$ cat src/rtl/router_pkt_ctrl_pkg.sv
// Shared definitions for the 1x3 router packet controller: FSM state
// encodings, the reserved header address and the output port count.
package router_pkg;

   localparam int         NUM_PORTS    = 3;
   localparam logic [1:0] ADDR_INVALID = 2'b11;

   typedef enum logic [2:0] {
      DECODE_ADDRESS     = 3'd0,
      LOAD_FIRST_DATA    = 3'd1,
      LOAD_DATA          = 3'd2,
      FIFO_FULL_STATE    = 3'd3,
      LOAD_AFTER_FULL    = 3'd4,
      LOAD_PARITY        = 3'd5,
      CHECK_PARITY_ERROR = 3'd6,
      WAIT_TILL_EMPTY    = 3'd7
   } state_e;

endpackage

$ cat src/rtl/router_pkt_ctrl_if.sv
// Control bundle between the router input pins, the synchroniser/register
// blocks and the packet controller. The master modport is the controller.
interface router_pkt_ctrl_if #(
   parameter int ADDR_W = 2
);
   logic              pkt_valid;
   logic [ADDR_W-1:0] data_in;
   logic              fifo_full;
   logic              fifo_empty_0;
   logic              fifo_empty_1;
   logic              fifo_empty_2;
   logic              soft_reset_0;
   logic              soft_reset_1;
   logic              soft_reset_2;
   logic              parity_done;
   logic              low_pkt_valid;

   logic              detect_add;
   logic              lfd_state;
   logic              ld_state;
   logic              laf_state;
   logic              full_state;
   logic              write_enb_reg;
   logic              rst_int_reg;
   logic              busy;
   logic              timeout_drop;

   modport master (
      input  pkt_valid, data_in, fifo_full,
             fifo_empty_0, fifo_empty_1, fifo_empty_2,
             soft_reset_0, soft_reset_1, soft_reset_2,
             parity_done, low_pkt_valid,
      output detect_add, lfd_state, ld_state, laf_state, full_state,
             write_enb_reg, rst_int_reg, busy, timeout_drop
   );

   modport slave (
      output pkt_valid, data_in, fifo_full,
             fifo_empty_0, fifo_empty_1, fifo_empty_2,
             soft_reset_0, soft_reset_1, soft_reset_2,
             parity_done, low_pkt_valid,
      input  detect_add, lfd_state, ld_state, laf_state, full_state,
             write_enb_reg, rst_int_reg, busy, timeout_drop
   );

endinterface

$ cat src/rtl/router_pkt_ctrl.sv
// Packet-level controller FSM for the 1x3 router. Sequences header decode,
// first-data load, payload load, full stall, parity load and parity check.
// Outputs are Moore, decoded from the state register.
// Optional feature: define ROUTER_WAIT_TIMEOUT_EN to drop a packet whose
// target FIFO stays non-empty for WAIT_MAX cycles (pulses timeout_drop).
module router_pkt_ctrl
   import router_pkg::*;
#(
   parameter int ADDR_W   = 2,
   parameter int WAIT_MAX = 255
) (
   input  logic              clock,
   input  logic              reset,
   router_pkt_ctrl_if.master bus
);

   state_e              state_q, state_d;
   logic [ADDR_W-1:0]   addr_q;
   logic [NUM_PORTS-1:0] empty_vec, soft_vec;
   logic                hdr_ok, empty_hdr, empty_sel, soft_sel;
   logic                wait_expired;

   // Pick the per-port flag addressed by a; addresses beyond the port count read 0.
   function automatic logic port_bit(input logic [NUM_PORTS-1:0] v,
                                     input logic [ADDR_W-1:0]    a);
      port_bit = 1'b0;
      for (int i = 0; i < NUM_PORTS; i++)
         if (a == ADDR_W'(i)) port_bit = v[i];
   endfunction

   assign empty_vec = {bus.fifo_empty_2, bus.fifo_empty_1, bus.fifo_empty_0};
   assign soft_vec  = {bus.soft_reset_2, bus.soft_reset_1, bus.soft_reset_0};
   assign hdr_ok    = bus.pkt_valid && (bus.data_in != ADDR_W'(ADDR_INVALID));
   assign empty_hdr = port_bit(empty_vec, bus.data_in);
   assign empty_sel = port_bit(empty_vec, addr_q);
   assign soft_sel  = port_bit(soft_vec, addr_q);

   // State register and latched destination address.
   // NOTE: sequential state uses non-blocking (<=) so every flop samples pre-edge values.
   always_ff @(posedge clock or negedge reset) begin
      if (!reset) begin
         state_q <= DECODE_ADDRESS;
         addr_q  <= '0;
      end else begin
         state_q <= state_d;
         if (state_q == DECODE_ADDRESS && hdr_ok)
            addr_q <= bus.data_in;
      end
   end

`ifdef ROUTER_WAIT_TIMEOUT_EN
   localparam logic [7:0] WAIT_LIMIT = 8'(WAIT_MAX);
   logic [7:0] wait_cnt;

   // Dwell counter: zero outside WAIT_TILL_EMPTY, counts up and holds at the limit.
   always_ff @(posedge clock or negedge reset) begin
      if (!reset)
         wait_cnt <= '0;
      else if (state_q != WAIT_TILL_EMPTY)
         wait_cnt <= '0;
      else if (wait_cnt != WAIT_LIMIT)
         wait_cnt <= wait_cnt + 8'd1;
   end

   assign wait_expired     = (state_q == WAIT_TILL_EMPTY) && (wait_cnt == WAIT_LIMIT);
   assign bus.timeout_drop = wait_expired && !empty_sel;
`else
   assign wait_expired     = 1'b0;
   assign bus.timeout_drop = 1'b0;
`endif

   // Next-state logic; soft reset of the active port overrides every transition.
   // NOTE: default assignment first so no path leaves state_d unassigned (no latch).
   always_comb begin
      state_d = state_q;
      unique case (state_q)
         DECODE_ADDRESS:
            if (hdr_ok) state_d = empty_hdr ? LOAD_FIRST_DATA : WAIT_TILL_EMPTY;
         LOAD_FIRST_DATA:
            state_d = LOAD_DATA;
         LOAD_DATA:
            if (bus.fifo_full)       state_d = FIFO_FULL_STATE;
            else if (!bus.pkt_valid) state_d = LOAD_PARITY;
         FIFO_FULL_STATE:
            if (!bus.fifo_full) state_d = LOAD_AFTER_FULL;
         LOAD_AFTER_FULL:
            if (bus.parity_done)        state_d = DECODE_ADDRESS;
            else if (bus.low_pkt_valid) state_d = LOAD_PARITY;
            else                        state_d = LOAD_DATA;
         LOAD_PARITY:
            state_d = CHECK_PARITY_ERROR;
         CHECK_PARITY_ERROR:
            state_d = bus.fifo_full ? FIFO_FULL_STATE : DECODE_ADDRESS;
         WAIT_TILL_EMPTY:
            if (empty_sel)         state_d = LOAD_FIRST_DATA;
            else if (wait_expired) state_d = DECODE_ADDRESS;
         default:
            state_d = DECODE_ADDRESS;
      endcase
      if (state_q != DECODE_ADDRESS && soft_sel)
         state_d = DECODE_ADDRESS;
   end

   // Moore output decode from the registered state.
   always_comb begin
      bus.detect_add    = 1'b0;
      bus.lfd_state     = 1'b0;
      bus.ld_state      = 1'b0;
      bus.laf_state     = 1'b0;
      bus.full_state    = 1'b0;
      bus.write_enb_reg = 1'b0;
      bus.rst_int_reg   = 1'b0;
      bus.busy          = 1'b0;
      unique case (state_q)
         DECODE_ADDRESS:     bus.detect_add = 1'b1;
         LOAD_FIRST_DATA:    begin bus.lfd_state  = 1'b1; bus.busy = 1'b1; end
         LOAD_DATA:          begin bus.ld_state   = 1'b1; bus.write_enb_reg = 1'b1; end
         FIFO_FULL_STATE:    begin bus.full_state = 1'b1; bus.busy = 1'b1; end
         LOAD_AFTER_FULL:    begin bus.laf_state  = 1'b1; bus.busy = 1'b1; bus.write_enb_reg = 1'b1; end
         LOAD_PARITY:        begin bus.busy = 1'b1; bus.write_enb_reg = 1'b1; end
         CHECK_PARITY_ERROR: begin bus.rst_int_reg = 1'b1; bus.busy = 1'b1; end
         WAIT_TILL_EMPTY:    bus.busy = 1'b1;
         default:            bus.detect_add = 1'b1;
      endcase
   end

endmodule

$ cat src/flat_wrapper.sv
// flat-port wrapper written by rule: the top's interface ports become plain ports
module router_pkt_ctrl_flat import router_pkg::*;
#(
   parameter int ADDR_W   = 2,
   parameter int WAIT_MAX = 255
)
  (clock, reset, bus_pkt_valid, bus_data_in, bus_fifo_full, bus_fifo_empty_0, bus_fifo_empty_1, bus_fifo_empty_2, bus_soft_reset_0, bus_soft_reset_1, bus_soft_reset_2, bus_parity_done, bus_low_pkt_valid, bus_detect_add, bus_lfd_state, bus_ld_state, bus_laf_state, bus_full_state, bus_write_enb_reg, bus_rst_int_reg, bus_busy, bus_timeout_drop);
  router_pkt_ctrl_if #(.ADDR_W(ADDR_W)) bus_i ();
  input  logic clock;
  input  logic reset;
  input wire logic [$bits(bus_i.pkt_valid)-1:0] bus_pkt_valid;
  input wire logic [$bits(bus_i.data_in)-1:0] bus_data_in;
  input wire logic [$bits(bus_i.fifo_full)-1:0] bus_fifo_full;
  input wire logic [$bits(bus_i.fifo_empty_0)-1:0] bus_fifo_empty_0;
  input wire logic [$bits(bus_i.fifo_empty_1)-1:0] bus_fifo_empty_1;
  input wire logic [$bits(bus_i.fifo_empty_2)-1:0] bus_fifo_empty_2;
  input wire logic [$bits(bus_i.soft_reset_0)-1:0] bus_soft_reset_0;
  input wire logic [$bits(bus_i.soft_reset_1)-1:0] bus_soft_reset_1;
  input wire logic [$bits(bus_i.soft_reset_2)-1:0] bus_soft_reset_2;
  input wire logic [$bits(bus_i.parity_done)-1:0] bus_parity_done;
  input wire logic [$bits(bus_i.low_pkt_valid)-1:0] bus_low_pkt_valid;
  output wire logic [$bits(bus_i.detect_add)-1:0] bus_detect_add;
  output wire logic [$bits(bus_i.lfd_state)-1:0] bus_lfd_state;
  output wire logic [$bits(bus_i.ld_state)-1:0] bus_ld_state;
  output wire logic [$bits(bus_i.laf_state)-1:0] bus_laf_state;
  output wire logic [$bits(bus_i.full_state)-1:0] bus_full_state;
  output wire logic [$bits(bus_i.write_enb_reg)-1:0] bus_write_enb_reg;
  output wire logic [$bits(bus_i.rst_int_reg)-1:0] bus_rst_int_reg;
  output wire logic [$bits(bus_i.busy)-1:0] bus_busy;
  output wire logic [$bits(bus_i.timeout_drop)-1:0] bus_timeout_drop;
  assign bus_i.pkt_valid = bus_pkt_valid;
  assign bus_i.data_in = bus_data_in;
  assign bus_i.fifo_full = bus_fifo_full;
  assign bus_i.fifo_empty_0 = bus_fifo_empty_0;
  assign bus_i.fifo_empty_1 = bus_fifo_empty_1;
  assign bus_i.fifo_empty_2 = bus_fifo_empty_2;
  assign bus_i.soft_reset_0 = bus_soft_reset_0;
  assign bus_i.soft_reset_1 = bus_soft_reset_1;
  assign bus_i.soft_reset_2 = bus_soft_reset_2;
  assign bus_i.parity_done = bus_parity_done;
  assign bus_i.low_pkt_valid = bus_low_pkt_valid;
  assign bus_detect_add = bus_i.detect_add;
  assign bus_lfd_state = bus_i.lfd_state;
  assign bus_ld_state = bus_i.ld_state;
  assign bus_laf_state = bus_i.laf_state;
  assign bus_full_state = bus_i.full_state;
  assign bus_write_enb_reg = bus_i.write_enb_reg;
  assign bus_rst_int_reg = bus_i.rst_int_reg;
  assign bus_busy = bus_i.busy;
  assign bus_timeout_drop = bus_i.timeout_drop;
  router_pkt_ctrl #(.ADDR_W(ADDR_W), .WAIT_MAX(WAIT_MAX)) u_core (.clock(clock), .reset(reset), .bus(bus_i));
endmodule
$ cat config.mk
export PLATFORM = sky130hd
export DESIGN_NAME = router_pkt_ctrl_flat
export DESIGN_NICKNAME = d
export VERILOG_FILES = /design/src/rtl/router_pkt_ctrl_pkg.sv /design/src/rtl/router_pkt_ctrl_if.sv /design/src/rtl/router_pkt_ctrl.sv /design/src/flat_wrapper.sv
export SDC_FILE = /design/constraint.sdc
export NUM_CORES = 1
export LEC_CHECK = 0
export ABC_CLOCK_PERIOD_IN_PS = 1800
export CAP_MARGIN = 15
export CORE_AREA = 2 2 39 41
export DETAILED_ROUTE_END_ITERATION = 12
export DIE_AREA = 0 0 41 43
export PLACE_DENSITY_LB_ADDON = 0.12
export SLEW_MARGIN = 20
export SYNTH_ARGS = -nofsm -noshare
export SYNTH_HDL_FRONTEND = slang
export SYNTH_SLANG_ARGS = --single-unit
$ cat constraint.sdc
create_clock -name clock -period 1.8 [get_ports clock]
set_clock_uncertainty 0.15 [all_clocks]
set_input_delay 0.45 -clock clock [delete_from_list [all_inputs] [get_ports clock]]
set_output_delay 0.45 -clock clock [all_outputs]
set_load 0.01 [all_outputs]
==> results list <==
* Area taken by multi-input logic gates: approximately 310 µm²
- Violation count after the first detailed-route iteration: 4
- The area growth from synthesis to layout is 77.41%.
- Number of buffers on the longest clock path: 2
- Drt pass-1 iters: 2
- Reg clk slew, reported paths: 0.04 ns
* Gr usage total: 0.1840
* Area of the placeable core: 1384 µm²
- Dividing the detail-routed wire length by the instance count gives between 10 and 15 µm.
* Clock latency on the worst-skew pair: 0.25 ns
- Half-perimeter wire length after detailed placement: about 1100 µm
* Peak clock frequency supported by timing: between 0.5 and 0.6 GHz
- The worst-case IR drop observed on VDD is ~0.8 mV.
- STA classifies the critical path endpoint as an output pin.
- Most common flop cell mapped by yosys: dfrtp_1
- The routed layout has 571 vias.
- Using the TritonRoute via totals, the vias-per-cell ratio works out to 5.009.
* Final worst setup slack: -0.02655 ns
- Yosys instantiated no cell more often than nor2_1.
- Antenna Diode Count: 0
- Setup violators final: 1
- Die W: 41 µm
- The via count of the first global-routing pass was 539.
* Total of flip-flops plus latches after synthesis: 5
- At the end of the flow, the number of nets in the layout was 113.
* Data arrival time of the critical path: 1.23 ns
* Fraction of registers with async set or reset after synthesis: 1.000
- In the final layout, the share of cells above drive strength 1 is 0.3673.
- TritonCTS built the clock tree.
- Fill cells in the final layout number 128.
- After global routing the overflow that remains totals 0.
* Number of enable-type register cells in the synthesized netlist: 0
- Traced cell by cell, the critical path runs through or2_4, buf_6, nor2_4, buf_6.
- After floorplanning, the core was divided into 14 placement rows.
- Number of buffers inserted during clock tree synthesis: 3
- Pwr dens: 1563 nW/µm²
* Number of hold violations in the final report: 0
- Worst Setup Path Type: flip-flop to output pin
* Chip Height: 43 µm
- The number of antenna violations at the first check in global routing is 0.
* Worst reg2reg endpoint: u_core.addr_q[0]
- The worst register-to-register path has a depth of 7.
- In the finished design, the share of the clock period the worst path needs comes to 1.015.
- Initial core utilization: 0.3282
- Seq. cell area: 125.1 µm²
- On the critical path, the stage with the largest delay is an instance of dfrtp_1.
- In this design, the stage delay of the slowest critical-path cell is 0.37 ns.
* Critical path data required time: 1.20 ns
- Post-synth net total: 73
- The detail route stage leaves a number of antenna-violating nets equal to 0.
* Cell area after synthesis: 454.2 µm²
- Clock period minus worst slack: 1.827 ns
- Sequential element share of the synthesized area: 0.2755
- Floorplan die area: 1763 µm²
* Worst reg2reg startpoint: u_core.state_q[2]
- The cell that appears most often on the critical path is buf_6.
- Critical Path Source Type: flip-flop
- Clock H-tree levels: 1
* Number of remaining DRC errors: 0
- Cell type with the largest total area after synthesis: dfrtp_1
- Counting distinct cell types in the post-synthesis netlist gives 26.
- Max-slew violation count: 0
- Setup repair after global routing could not meet its margin everywhere.
- Min-Delay Path Class: primary input to async pin
* Instance count of the mapped netlist: 59
- Io pins: 23
- During synthesis, Yosys emitted a total of 0 warnings.
- Violated checks: setup timing
* Wire length of the first global-routing pass: 2145 µm
* Result of the run: finished, violations left
* Number of max-cap violations: 0
* Number of clock sinks seen by CTS: 5
- Measured on the finished design, the core utilization comes to 0.5823.
- Largest net degree at the start of global routing: 13
- In the synthesized netlist, the cells that appear most often are 8 x nor2_1, 5 x dfrtp_1.
- Synthesized area per cell: ~7.7 µm²
* Setup slack of the worst register-to-register path: 0.13 ns
- Total wire length: between 1000 and 1500 µm
- Adding up every negative setup slack in the final design gives -0.02655 ns.
- Placer Congestion: 0.8147
- Of the post-synthesis cell area, the dominant cell type holds 0.2755.
- The analysis attributes to cell leakage a power of between 0.0003 and 0.0004 µW.
- The count of buffers added on input and output ports is 21.
- Highest net fanout along the worst path: 4
- Leading cell types by total area after synthesis: dfrtp_1 28%, mux2i_1 8.8%, nor2_1 6.6%
* CTS Root Buffer Type: clkbuf_4
worst max path at each step:
stage                             end  slack (ns)  cells past startpoint         startpoint
floorplan           bus_write_enb_reg        0.07                      3  u_core.state_q[2]
global placement       bus_detect_add       -0.23                      4  u_core.state_q[2]
detailed placement     bus_detect_add       -0.24                      4  u_core.state_q[2]
CTS                    bus_detect_add       -0.01                      4  u_core.state_q[0]
global route           bus_detect_add       -0.06                      4  u_core.state_q[2]
finish                 bus_detect_add       -0.03                      4  u_core.state_q[2]
area by class of cell:
type	instances	share of cell area
multi-input cells	48	0.3882
repair buffers	38	0.3820
flip-flops and latches	5	0.1553
inverters	3	0.01708
clock buffers	4	0.03261
well taps	16	0.02484
per-layer routing:
layer,GRT usage,part of all wire,vias to the layer above
li1,-,-,289
met1,0.2105,0.43,262
met2,0.2906,0.47,16
met3,0.03665,0.075,4
met4,0.1200,0.021,0
met5,0,0,-
flip-flops by register name, summed over array words and instances, names as in the netlist:
name / cells
u_core.state_q: 3
u_core.addr_q: 2
where the power goes:
| part | internal [µW] | switching [µW] | total (µW) |
|---|---|---|---|
| registers | 169 | 67.7 | 237 |
| clock network | 83.9 | 47.5 | 131 |
| logic | 492 | 400 | 891 |
| total | 745 | 515 | 1260 |
placed cells by master, fill, tap and decap left out, types with 2 or more instances in the layout:
cell             netlist  layout
buf_4                  2      16
clkbuf_4               0       3
o22a_1                 3       3
mux2i_1                4       4
dfrtp_1                5       5
nand2_1                4       4
buf_6                  0       2
nor2_1                 8       7
nor3_1                 4       3
buf_2                  1       7
o21ai_0                4       4
and3_1                 3       2
clkdlybuf4s50_1        0      13
a21oi_1                4       4
critical path: cells and delay by family, from the launching register on:
kind	cells	cell delay, ns
simple gates	2	0.38
flops	1	0.37
buf+inv	2	0.23
stage by stage:
| step | setup WS [ns] | area [µm²] | hold slack, ns | instances | power [µW] |
|---|---|---|---|---|---|
| 2_1_floorplan | 0.07280 | 454.2 | 0.004409 | 59 | 656.7 |
| 3_3_place_gp | -0.2257 | 777.0 | 0.4374 | 108 | 1088 |
| 4_1_cts | -0.01423 | 792.0 | 0.2794 | 113 | 1225 |
| 5_1_grt | -0.06269 | 805.8 | 0.2923 | 114 | 1353 |
| 3_5_place_dp | -0.2386 | 777.0 | 0.4390 | 108 | 1096 |
| 6_report | -0.02655 | 805.8 | 0.2725 | 114 | 1260 |
timing repair:
| action | CTS | global route |
|---|---|---|
| setup buffers | 1 | 1 |
| setup endpoints to repair | 8 | 6 |
| hold buffers | 0 | 0 |
| gates resized for setup | 39 | 3 |
| pin swaps | 1 | 2 |
cells by family (layout without fill, tap and decap cells):
kind of cell | after synthesis | count (layout) | share of synthesized area
other cells | 1 | 1 | 0.008257
flops | 5 | 5 | 0.2755
simple gates | 24 | 24 | 0.2672
buf+inv | 6 | 45 | 0.06885
mux | 5 | 5 | 0.1129
compound gates | 18 | 18 | 0.2673
Note: power is estimated with default switching activity, not from simulation.
